--- config.mk ---
export PLATFORM = sky130hd
export DESIGN_NAME = dmux_stream_1_n_flat
export DESIGN_NICKNAME = d
export VERILOG_FILES = /design/src/rtl/dmux_pkg.sv /design/src/rtl/dmux_stream_1_n_if.sv /design/src/rtl/dmux_out_slot.sv /design/src/rtl/dmux_stream_1_n.sv /design/src/flat_wrapper.sv
export SDC_FILE = /design/constraint.sdc
export NUM_CORES = 1
export LEC_CHECK = 0
export CAP_MARGIN = 20
export CORE_ASPECT_RATIO = 0.9
export CORE_MARGIN = 8
export CORE_UTILIZATION = 42
export CTS_CLUSTER_SIZE = 40
export DETAILED_ROUTE_END_ITERATION = 12
export GPL_TIMING_DRIVEN = 1
export PLACE_DENSITY = 0.76
export SETUP_SLACK_MARGIN = 0.4
export SLEW_MARGIN = 20
export SYNTH_ARGS = -nofsm -noshare
export SYNTH_HDL_FRONTEND = slang
export SYNTH_HIERARCHICAL = 1
export SYNTH_SLANG_ARGS = --single-unit
--- constraint.sdc ---
create_clock -name clk -period 2.2 [get_ports clk]
set_input_delay 0.44 -clock clk [delete_from_list [all_inputs] [get_ports clk]]
set_output_delay 0.44 -clock clk [all_outputs]
set_load 0.03 [all_outputs]
--- src/rtl/dmux_pkg.sv ---
// Shared defaults and helpers for the 1-to-N stream demultiplexer.
package dmux_pkg;

  localparam int unsigned DATA_WIDTH_DEF = 16;
  localparam int unsigned NUM_OUT_DEF    = 4;
  localparam int unsigned SEL_W_DEF      = (NUM_OUT_DEF > 1) ? $clog2(NUM_OUT_DEF) : 1;
  localparam int unsigned ERR_W_DEF      = 8;

  // Pull channel idx out of a flat o_data bus built with the default widths.
  function automatic logic [DATA_WIDTH_DEF-1:0] ch_slice(
    input logic [NUM_OUT_DEF*DATA_WIDTH_DEF-1:0] flat,
    input int unsigned                           idx
  );
    return flat[idx*DATA_WIDTH_DEF +: DATA_WIDTH_DEF];
  endfunction

endpackage

--- src/rtl/dmux_stream_1_n_if.sv ---
// Input beat and per-channel output handshake bundle of the stream demux.
interface dmux_stream_1_n_if
  import dmux_pkg::*;
#(
  parameter int unsigned DATA_WIDTH = DATA_WIDTH_DEF,
  parameter int unsigned NUM_OUT    = NUM_OUT_DEF,
  parameter int unsigned SEL_W      = SEL_W_DEF
);

  logic                          in_valid;
  logic                          in_ready;
  logic [DATA_WIDTH-1:0]         in_data;
  logic [SEL_W-1:0]              in_sel;
  logic                          in_bcast;
  logic [NUM_OUT-1:0]            o_valid;
  logic [NUM_OUT-1:0]            o_ready;
  logic [NUM_OUT*DATA_WIDTH-1:0] o_data;

  modport master (
    output in_valid, in_data, in_sel, in_bcast, o_ready,
    input  in_ready, o_valid, o_data
  );

  modport slave (
    input  in_valid, in_data, in_sel, in_bcast, o_ready,
    output in_ready, o_valid, o_data
  );

endinterface

--- src/rtl/dmux_out_slot.sv ---
// One-entry output register: load wins over drain, data reads zero when empty.
module dmux_out_slot #(
  parameter int unsigned DATA_WIDTH = 16
) (
  input  logic                  clk,
  input  logic                  rst_n,
  input  logic                  load,
  input  logic [DATA_WIDTH-1:0] din,
  input  logic                  ready,
  output logic                  valid,
  output logic [DATA_WIDTH-1:0] data
);

  // load is only raised when the slot is free, so it may overwrite a draining beat
  always_ff @(posedge clk or negedge rst_n) begin
    if (!rst_n) begin
      valid <= 1'b0;
      data  <= '0;
    end else if (load) begin
      valid <= 1'b1;
      data  <= din;
    end else if (valid && ready) begin
      valid <= 1'b0;
      data  <= '0;
    end
  end

endmodule

--- src/rtl/dmux_stream_1_n.sv ---
// Registered 1-to-N stream demux with unicast, atomic broadcast and illegal-select counting.
module dmux_stream_1_n
  import dmux_pkg::*;
#(
  parameter int unsigned DATA_WIDTH = DATA_WIDTH_DEF,
  parameter int unsigned NUM_OUT    = NUM_OUT_DEF,
  parameter int unsigned SEL_W      = SEL_W_DEF,
  parameter int unsigned ERR_W      = ERR_W_DEF
) (
  input  logic               clk,
  input  logic               rst_n,
  dmux_stream_1_n_if.slave   bus,
  output logic [ERR_W-1:0]   err_cnt,
  output logic               busy
);

  logic [NUM_OUT-1:0]            slot_free;
  logic [NUM_OUT-1:0]            sel_hit;
  logic [NUM_OUT-1:0]            load;
  logic [NUM_OUT-1:0]            slot_valid;
  logic [NUM_OUT*DATA_WIDTH-1:0] slot_data;
  logic                          sel_legal;
  logic                          accept;
  logic                          drop;

  assign slot_free = ~slot_valid | bus.o_ready;

  // One-hot decode of in_sel; an out-of-range index hits no channel
  always_comb begin
    sel_hit = '0;
    for (int unsigned i = 0; i < NUM_OUT; i++) begin
      sel_hit[i] = (bus.in_sel == SEL_W'(i));
    end
  end

  assign sel_legal = |sel_hit;

  // in_ready never looks at in_valid; illegal selects are always swallowed
  always_comb begin
    bus.in_ready = 1'b1;
    load         = '0;
    if (bus.in_bcast) begin
      bus.in_ready = &slot_free;
    end else if (sel_legal) begin
      bus.in_ready = |(sel_hit & slot_free);
    end
    accept = bus.in_valid && bus.in_ready;
    if (accept) begin
      load = bus.in_bcast ? '1 : sel_hit;
    end
  end

  assign drop = bus.in_valid && !bus.in_bcast && !sel_legal;

  // Saturating count of dropped illegal-select beats
  always_ff @(posedge clk or negedge rst_n) begin
    if (!rst_n) begin
      err_cnt <= '0;
    end else if (drop && (err_cnt != '1)) begin
      err_cnt <= err_cnt + ERR_W'(1);
    end
  end

  for (genvar g = 0; g < NUM_OUT; g++) begin : g_slot
    dmux_out_slot #(
      .DATA_WIDTH (DATA_WIDTH)
    ) u_slot (
      .clk   (clk),
      .rst_n (rst_n),
      .load  (load[g]),
      .din   (bus.in_data),
      .ready (bus.o_ready[g]),
      .valid (slot_valid[g]),
      .data  (slot_data[g*DATA_WIDTH +: DATA_WIDTH])
    );
  end

  assign bus.o_valid = slot_valid;
  assign bus.o_data  = slot_data;
  assign busy        = |slot_valid;

endmodule
--- src/flat_wrapper.sv ---
// flat-port wrapper written by rule: the top's interface ports become plain ports
module dmux_stream_1_n_flat import dmux_pkg::*;
#(
  parameter int unsigned DATA_WIDTH = DATA_WIDTH_DEF,
  parameter int unsigned NUM_OUT    = NUM_OUT_DEF,
  parameter int unsigned SEL_W      = SEL_W_DEF,
  parameter int unsigned ERR_W      = ERR_W_DEF
)
  (clk, rst_n, err_cnt, busy, bus_in_valid, bus_in_data, bus_in_sel, bus_in_bcast, bus_o_ready, bus_in_ready, bus_o_valid, bus_o_data);
  dmux_stream_1_n_if #(.DATA_WIDTH(DATA_WIDTH), .NUM_OUT(NUM_OUT), .SEL_W(SEL_W)) bus_i ();
  input  logic clk;
  input  logic rst_n;
  output logic [ERR_W-1:0] err_cnt;
  output logic busy;
  input wire logic [$bits(bus_i.in_valid)-1:0] bus_in_valid;
  input wire logic [$bits(bus_i.in_data)-1:0] bus_in_data;
  input wire logic [$bits(bus_i.in_sel)-1:0] bus_in_sel;
  input wire logic [$bits(bus_i.in_bcast)-1:0] bus_in_bcast;
  input wire logic [$bits(bus_i.o_ready)-1:0] bus_o_ready;
  output wire logic [$bits(bus_i.in_ready)-1:0] bus_in_ready;
  output wire logic [$bits(bus_i.o_valid)-1:0] bus_o_valid;
  output wire logic [$bits(bus_i.o_data)-1:0] bus_o_data;
  assign bus_i.in_valid = bus_in_valid;
  assign bus_i.in_data = bus_in_data;
  assign bus_i.in_sel = bus_in_sel;
  assign bus_i.in_bcast = bus_in_bcast;
  assign bus_i.o_ready = bus_o_ready;
  assign bus_in_ready = bus_i.in_ready;
  assign bus_o_valid = bus_i.o_valid;
  assign bus_o_data = bus_i.o_data;
  dmux_stream_1_n #(.DATA_WIDTH(DATA_WIDTH), .NUM_OUT(NUM_OUT), .SEL_W(SEL_W), .ERR_W(ERR_W)) u_core (.clk(clk), .rst_n(rst_n), .bus(bus_i), .err_cnt(err_cnt), .busy(busy));
endmodule
**Word level (Yosys, flattened, before mapping)**

Index checks and enable logic that the tools add are counted.

- Logic and storage cells: 56
- Output and inout port bits: 78
- Input port bits: 26
- Bits in registers: 76

- Bitwise operators: 3
- $add $sub $neg: 1
- Equal/unequal tests: 4
- Reductions and logical operators: 19
- Muxes and demuxes: 20

Operators with widths:

| cell | number |
|---|---|
| two-way mux 16 bit | 8 |
| OR reduction 4 bit | 3 |
| two-way mux 1 bit | 10 |
| adder 8 x 1 -> 8 bit (second input constant) | 1 |
| logical AND 1 bit | 8 |
| two-way mux 4 bit | 2 |
| != test 8 bit (second input constant) | 1 |
| nonzero test 2 bit | 4 |
| bitwise AND 4 bit | 1 |
| equality test 2 bit (second input constant) | 2 |
| NOT 4 bit | 1 |
| OR 4 bit | 1 |
| AND reduction 4 bit | 1 |
| equality test 2 x 1 -> 1 bit (second input constant) | 1 |
| logical NOT 1 bit | 2 |
| logical NOT 2 bit | 1 |

**Logic depth before layout (Yosys ltp)**

- Depth after elaboration: 9
- Mapped depth: 6

**Hierarchy**

Netlist, hierarchy kept.

By module, submodules not included:

| module | seq. area each (um2) | cells an instance | instances | area an instance (um2) |
|---|---|---|---|---|
| dmux_out_slot | 425.4 | 56 | 4 | 734.5 |
| dmux_stream_1_n | 200.2 | 43 | 1 | 444.2 |

**Worst setup path after synthesis**

No wires, ideal clock.

- Path type: reg-to-reg
- From: register u_core.g_slot[3].u_slot.valid
- To: register u_core.g_slot[0].u_slot.data[10]
- Stages on the path, launching flop included: 7
- Data arrival time: 2.249 ns
- Library setup time: 0.121 ns
- Clock period less this slack: 2.370 ns
- Path buffers: 1
- Setup slack: -0.170 ns
- Path through: dfrtp_1 -> or2b_2 -> nand4_2 -> a2111oi_1 -> buf_6 -> nor2b_1 -> a22o_1

- Word-level cells in the longest chain between the ends: 9
- Elaborated cells on any way between the ends: 11

Ends and longest elaborated chain:

| element | line | RTL |
|---|---|---|
| start: declaration | dmux_out_slot.sv:10 | `output logic valid,` |
| start signal: assignment | dmux_out_slot.sv:17 | `valid <= 1'b0;` |
| start signal: assignment | dmux_out_slot.sv:20 | `valid <= 1'b1;` |
| start signal: assignment | dmux_out_slot.sv:23 | `valid <= 1'b0;` |
| NOT 4 bit * | dmux_stream_1_n.sv:26 | `assign slot_free = ~slot_valid \| bus.o_ready;` |
| OR 4 bit * | dmux_stream_1_n.sv:26 |  |
| bitwise AND 4 bit | dmux_stream_1_n.sv:45 | `bus.in_ready = \|(sel_hit & slot_free);` |
| OR reduction 4 bit | dmux_stream_1_n.sv:45 |  |
| two-way mux 1 bit | dmux_stream_1_n.sv:44 | `end else if (sel_legal) begin` |
| two-way mux 1 bit * | dmux_stream_1_n.sv:42 | `if (bus.in_bcast) begin` |
| logical AND 1 bit * | dmux_stream_1_n.sv:47 | `accept = bus.in_valid && bus.in_ready;` |
| two-way mux 4 bit * | dmux_stream_1_n.sv:48 | `if (accept) begin` |
| net u_core.load[0] | dmux_stream_1_n.sv:19 | `logic [NUM_OUT-1:0] load;` |
| two-way mux 16 bit / nonzero test 2 bit (equally long branches) | n/a |  |
| end signal: assignment | dmux_out_slot.sv:21 | `data <= din;` |
| end: declaration | dmux_out_slot.sv:11 | `output logic [DATA_WIDTH-1:0] data` |

Mark *: on every way through the listed nets, which the timed path passes. The rest lies on a longest branch.
A chain may end at the register's enable or synchronous reset.

**Worst setup path after layout**

- From: register u_core.g_slot[3].u_slot.valid
- To: register u_core.g_slot[3].u_slot.data[5]

- Word-level cells in the longest chain between the ends: 9
- Elaborated cells on any way between the ends: 12

Ends and longest elaborated chain:

| element | line |
|---|---|
| NOT 4 bit * | dmux_stream_1_n.sv:26 |
| OR 4 bit * | dmux_stream_1_n.sv:26 |
| bitwise AND 4 bit | dmux_stream_1_n.sv:45 |
| OR reduction 4 bit | dmux_stream_1_n.sv:45 |
| two-way mux 1 bit | dmux_stream_1_n.sv:44 |
| two-way mux 1 bit * | dmux_stream_1_n.sv:42 |
| logical AND 1 bit * | dmux_stream_1_n.sv:47 |
| two-way mux 4 bit * | dmux_stream_1_n.sv:48 |
| net u_core.load[3] | dmux_stream_1_n.sv:19 |
| two-way mux 16 bit / nonzero test 2 bit (equally long branches) | n/a |
| end signal: assignment | dmux_out_slot.sv:21 |
| end: declaration | dmux_out_slot.sv:11 |

Marked as above.

==> flow_summary.json <==
{
  "p_sw_mw": 2.13,
  "io_pins": 104,
  "layout.cells.non_filler": 511,
  "cpMostUsedCell": "sky130_fd_sc_hd__buf_6",
  "clock-skew-final_ns": 0.0103,
  "leakage_nw": 2.71,
  "grt_first_pass_wirelength_um": 16100,
  "slew_headroom_pct": 55.9,
  "cp_data_required_time_ns": 2.43,
  "cap_viol_max_count": 0,
  "net_switching_share_of_the_total_power_pct": 37.2,
  "final-setup-viol-count": 0,
  "routed_via_density": 5.32,
  "r2r_end": "u_core/g_slot[3].u_slot/data[5]",
  "clk_path_buf_depth": 2,
  "synth.top_cell.area_share_pct": 56.2,
  "fmax_ghz": 0.484,
  "syn_std_cell_area_um2": 3380,
  "layout-drive-gt1-share_pct": 28.2,
  "cell_at_the_root_of_the_clock_tree": "sky130_fd_sc_hd__clkbuf_8",
  "final.hold.worst_slack_ns": 0.104,
  "clk_latency_ns": 0.35,
  "ctsHtreeMaxLevel": 3,
  "totalWireLength_um": 10600,
  "final.setup.tns_ns": 0,
  "drt_drc_violations_left": 0,
  "yosysTopAreaCell": "sky130_fd_sc_hd__dfrtp_1",
  "report.final.slew_viol_count": 0,
  "finalWeightedCongestion": 0.862,
  "cpPeakStageDelay_ns": 0.40,
  "total_of_buffers_placed_on_input_and_output_ports": 103,
  "area_growth_syn_to_layout_pct": 57.5,
  "length_in_cells_of_the_worst_reg_to_reg_path": 10,
  "hold_viol_final": 0,
  "synthesis.yosys.warnings": 6,
  "maximum_vdd_drop_v": 0.000624,
  "clkSlewWorstSetupHoldPaths_ns": 0.09,
  "dp.cells": 467,
  "hold_path_class": "input port to async pin",
  "commonest_non_fill_non_tap_cell_in_the_layout": "sky130_fd_sc_hd__dlygate4sd2_1",
  "ant_nets": 0,
  "critPathLaunchType": "flop",
  "core_um2": 7950,
  "postSynthAreaPerCell_um2": 12.7,
  "critPathKind": "flop to flop",
  "clkPwrFrac_pct": 22.9,
  "dr_total_vias": 2717,
  "post-layout-total-power_mw": 5.73,
  "rsz0062_at_grt": "true",
  "min_period_ns": 2.06,
  "final_min_period_over_clock_period_pct": 93.8,
  "cts_inserted_buffers": 9,
  "height_of_the_die_um": 101,
  "yosys-top-cells-area": "sky130_fd_sc_hd__dfrtp_1, sky130_fd_sc_hd__a22o_1, sky130_fd_sc_hd__nor2b_1, sky130_fd_sc_hd__a22o_2, sky130_fd_sc_hd__buf_6",
  "netlist_instances": 267,
  "flops_latches_synth": 76,
  "synth_fp_nets": 293,
  "critical_path.endpoint_type": "flop",
  "first_iter_violations": 76,
  "intPower_mw": 3.60,
  "routed_wire_length_per_instance_um": 20.7,
  "seq_power_share_pct": 33.3,
  "r2r_setup_slack_ns": 0.14,
  "slowest_stage": "sky130_fd_sc_hd__dfrtp_2",
  "synth-seq-area-share_pct": 56.2,
  "status": "complete, no violations",
  "combinational_fraction_of_design_power_pct": 43.8,
  "die_w_um": 111,
  "gr-total-overflow": 0,
  "start_util_pct": 42.5,
  "reg2reg_from": "u_core/g_slot[3].u_slot/valid",
  "critical_path.max_fanout": 8,
  "critPathArrivalTime_ns": 2.30,
  "placement_rows": 31,
  "antenna-diode-count": 0,
  "dp_hpwl_um": 6570,
  "fp.dieArea_um2": 11200,
  "dr.pass1.iters": 4,
  "pin_slew_with_the_least_headroom_to_its_limit_ns": 0.662,
  "crit_path_cell_trace": "or2b_4 > buf_6 > buf_6 > nand4_4 > a2111oi_4 > buf_6 > buf_6 > buf_16 > nor2b_1 > a22o_1",
  "grt_antenna_before_repair": 0,
  "track_usage_pct": 17.9,
  "tritoncts_clock_tree": "built",
  "power_density_nw_per_um2": 1080,
  "maximum_number_of_pins_on_one_net_before_global_route_repair": 52,
  "cts.sink_count": 76,
  "total_of_hold_buffers_inserted_after_clock_tree_synthesis": 0,
  "layout.cells.most_common_list": "sky130_fd_sc_hd__dlygate4sd2_1, sky130_fd_sc_hd__dfrtp_1, sky130_fd_sc_hd__nor2b_1, sky130_fd_sc_hd__a22o_1, sky130_fd_sc_hd__buf_4",
  "ys_types": 24,
  "via_count_of_the_first_global_routing_pass": 2884,
  "fin_nets": 433
}
## routing by layer
metal | vias to the layer above | share of wire [%] | global-route usage [%]
met5 | - | 0 | 0
met4 | 0 | 1.5 | 6.54
met3 | 13 | 6.4 | 5.03
met2 | 92 | 47 | 28.2
met1 | 1376 | 45 | 23.3
li1 | 1236 | - | -
## how the worst max path moves through the flow
stage,start,to,slack [ns],depth (start not counted)
3_5_place_dp,bus_in_sel[1],bus_in_ready,-0.38,5
2_1_floorplan,u_core/g_slot[3].u_slot/valid,u_core/g_slot[0].u_slot/data[10],0.33,6
6_report,u_core/g_slot[3].u_slot/valid,u_core/g_slot[3].u_slot/data[5],0.14,10
4_1_cts,u_core/g_slot[3].u_slot/valid,u_core/g_slot[2].u_slot/data[10],0.16,10
3_3_place_gp,bus_o_ready[0],bus_in_ready,-0.35,5
5_1_grt,u_core/g_slot[3].u_slot/valid,u_core/g_slot[2].u_slot/data[5],0.08,10
## power groups by stage
stage	clock (mW)	combinational [mW]	sequential, mW
final	1.31	2.51	1.91
after global routing	1.39	2.65	1.95
after CTS	1.33	2.39	1.91
after detailed placement	0	2.42	1.93
after global placement	0	2.39	1.92
after floorplan	0	0.804	2.57
## kinds of logic (layout without fill, tap and decap cells)
group	after synthesis	count (layout)	share of synthesized area (%)
flops	76	76	56.2
buf+inv	31	176	7.29
simple gates	79	79	14.8
compound gates	81	81	21.7
## state kept, by name, summed over array words and instances, names as in the netlist
signal / count
u_core/g_slot.u_slot/valid: 4
u_core/err_cnt: 8
u_core/g_slot.u_slot/data: 64
## through the flow
| stage | util (%) | cell area [µm²] | setup WS (ns) |
|---|---|---|---|
| 6_report | 67.0 | 5330 | 0.136 |
| 3_3_place_gp | 58.5 | 4650 | -0.351 |
| 2_1_floorplan | - | 3490 | 0.329 |
| 3_5_place_dp | 58.5 | 4650 | -0.381 |
| 5_1_grt | 67.0 | 5330 | 0.0765 |
| 4_1_cts | 64.2 | 5110 | 0.163 |
## synth_stat cells (all sizes together)
cell type	n
a2111oi	4
a21o	4
a21oi	7
a22o	64
buf	16
clkbuf	8
dfrtp	76
inv	7
nand2	5
nand2b	4
nand4	1
nor2b	64
nor4	1
o211ai	1
o22ai	1
or2	1
or2b	2
or4	1
## area by class of cell
type | instances | area, µm²
clock buffers | 9 | 124
clock inverters | 7 | 124
fillers | 621 | 2630
inverters | 7 | 26.3
multi-input cells | 160 | 1390
flip-flops and latches | 76 | 1910
well taps | 99 | 124
repair buffers | 153 | 1640
## what timing repair did
| action | CTS | global route |
|---|---|---|
| setup buffers | 10 | 5 |
| endpoints found under the setup margin | 146 | 71 |
| cloned | 7 | 6 |
| pin swaps | 4 | 1 |
| gates resized for setup | 115 | 15 |
## worst max-delay path, delay by kind of cell, from the launching register on
| kind | cells | cell delay, ns |
|---|---|---|
| buffers and inverters | 5 | 0.59 |
| AND/OR/NAND/NOR | 3 | 0.40 |
| flip-flops | 1 | 0.40 |
| AO/OA/AOI/OAI | 2 | 0.56 |
No activity file was read; power rests on OpenSTA's default activity.
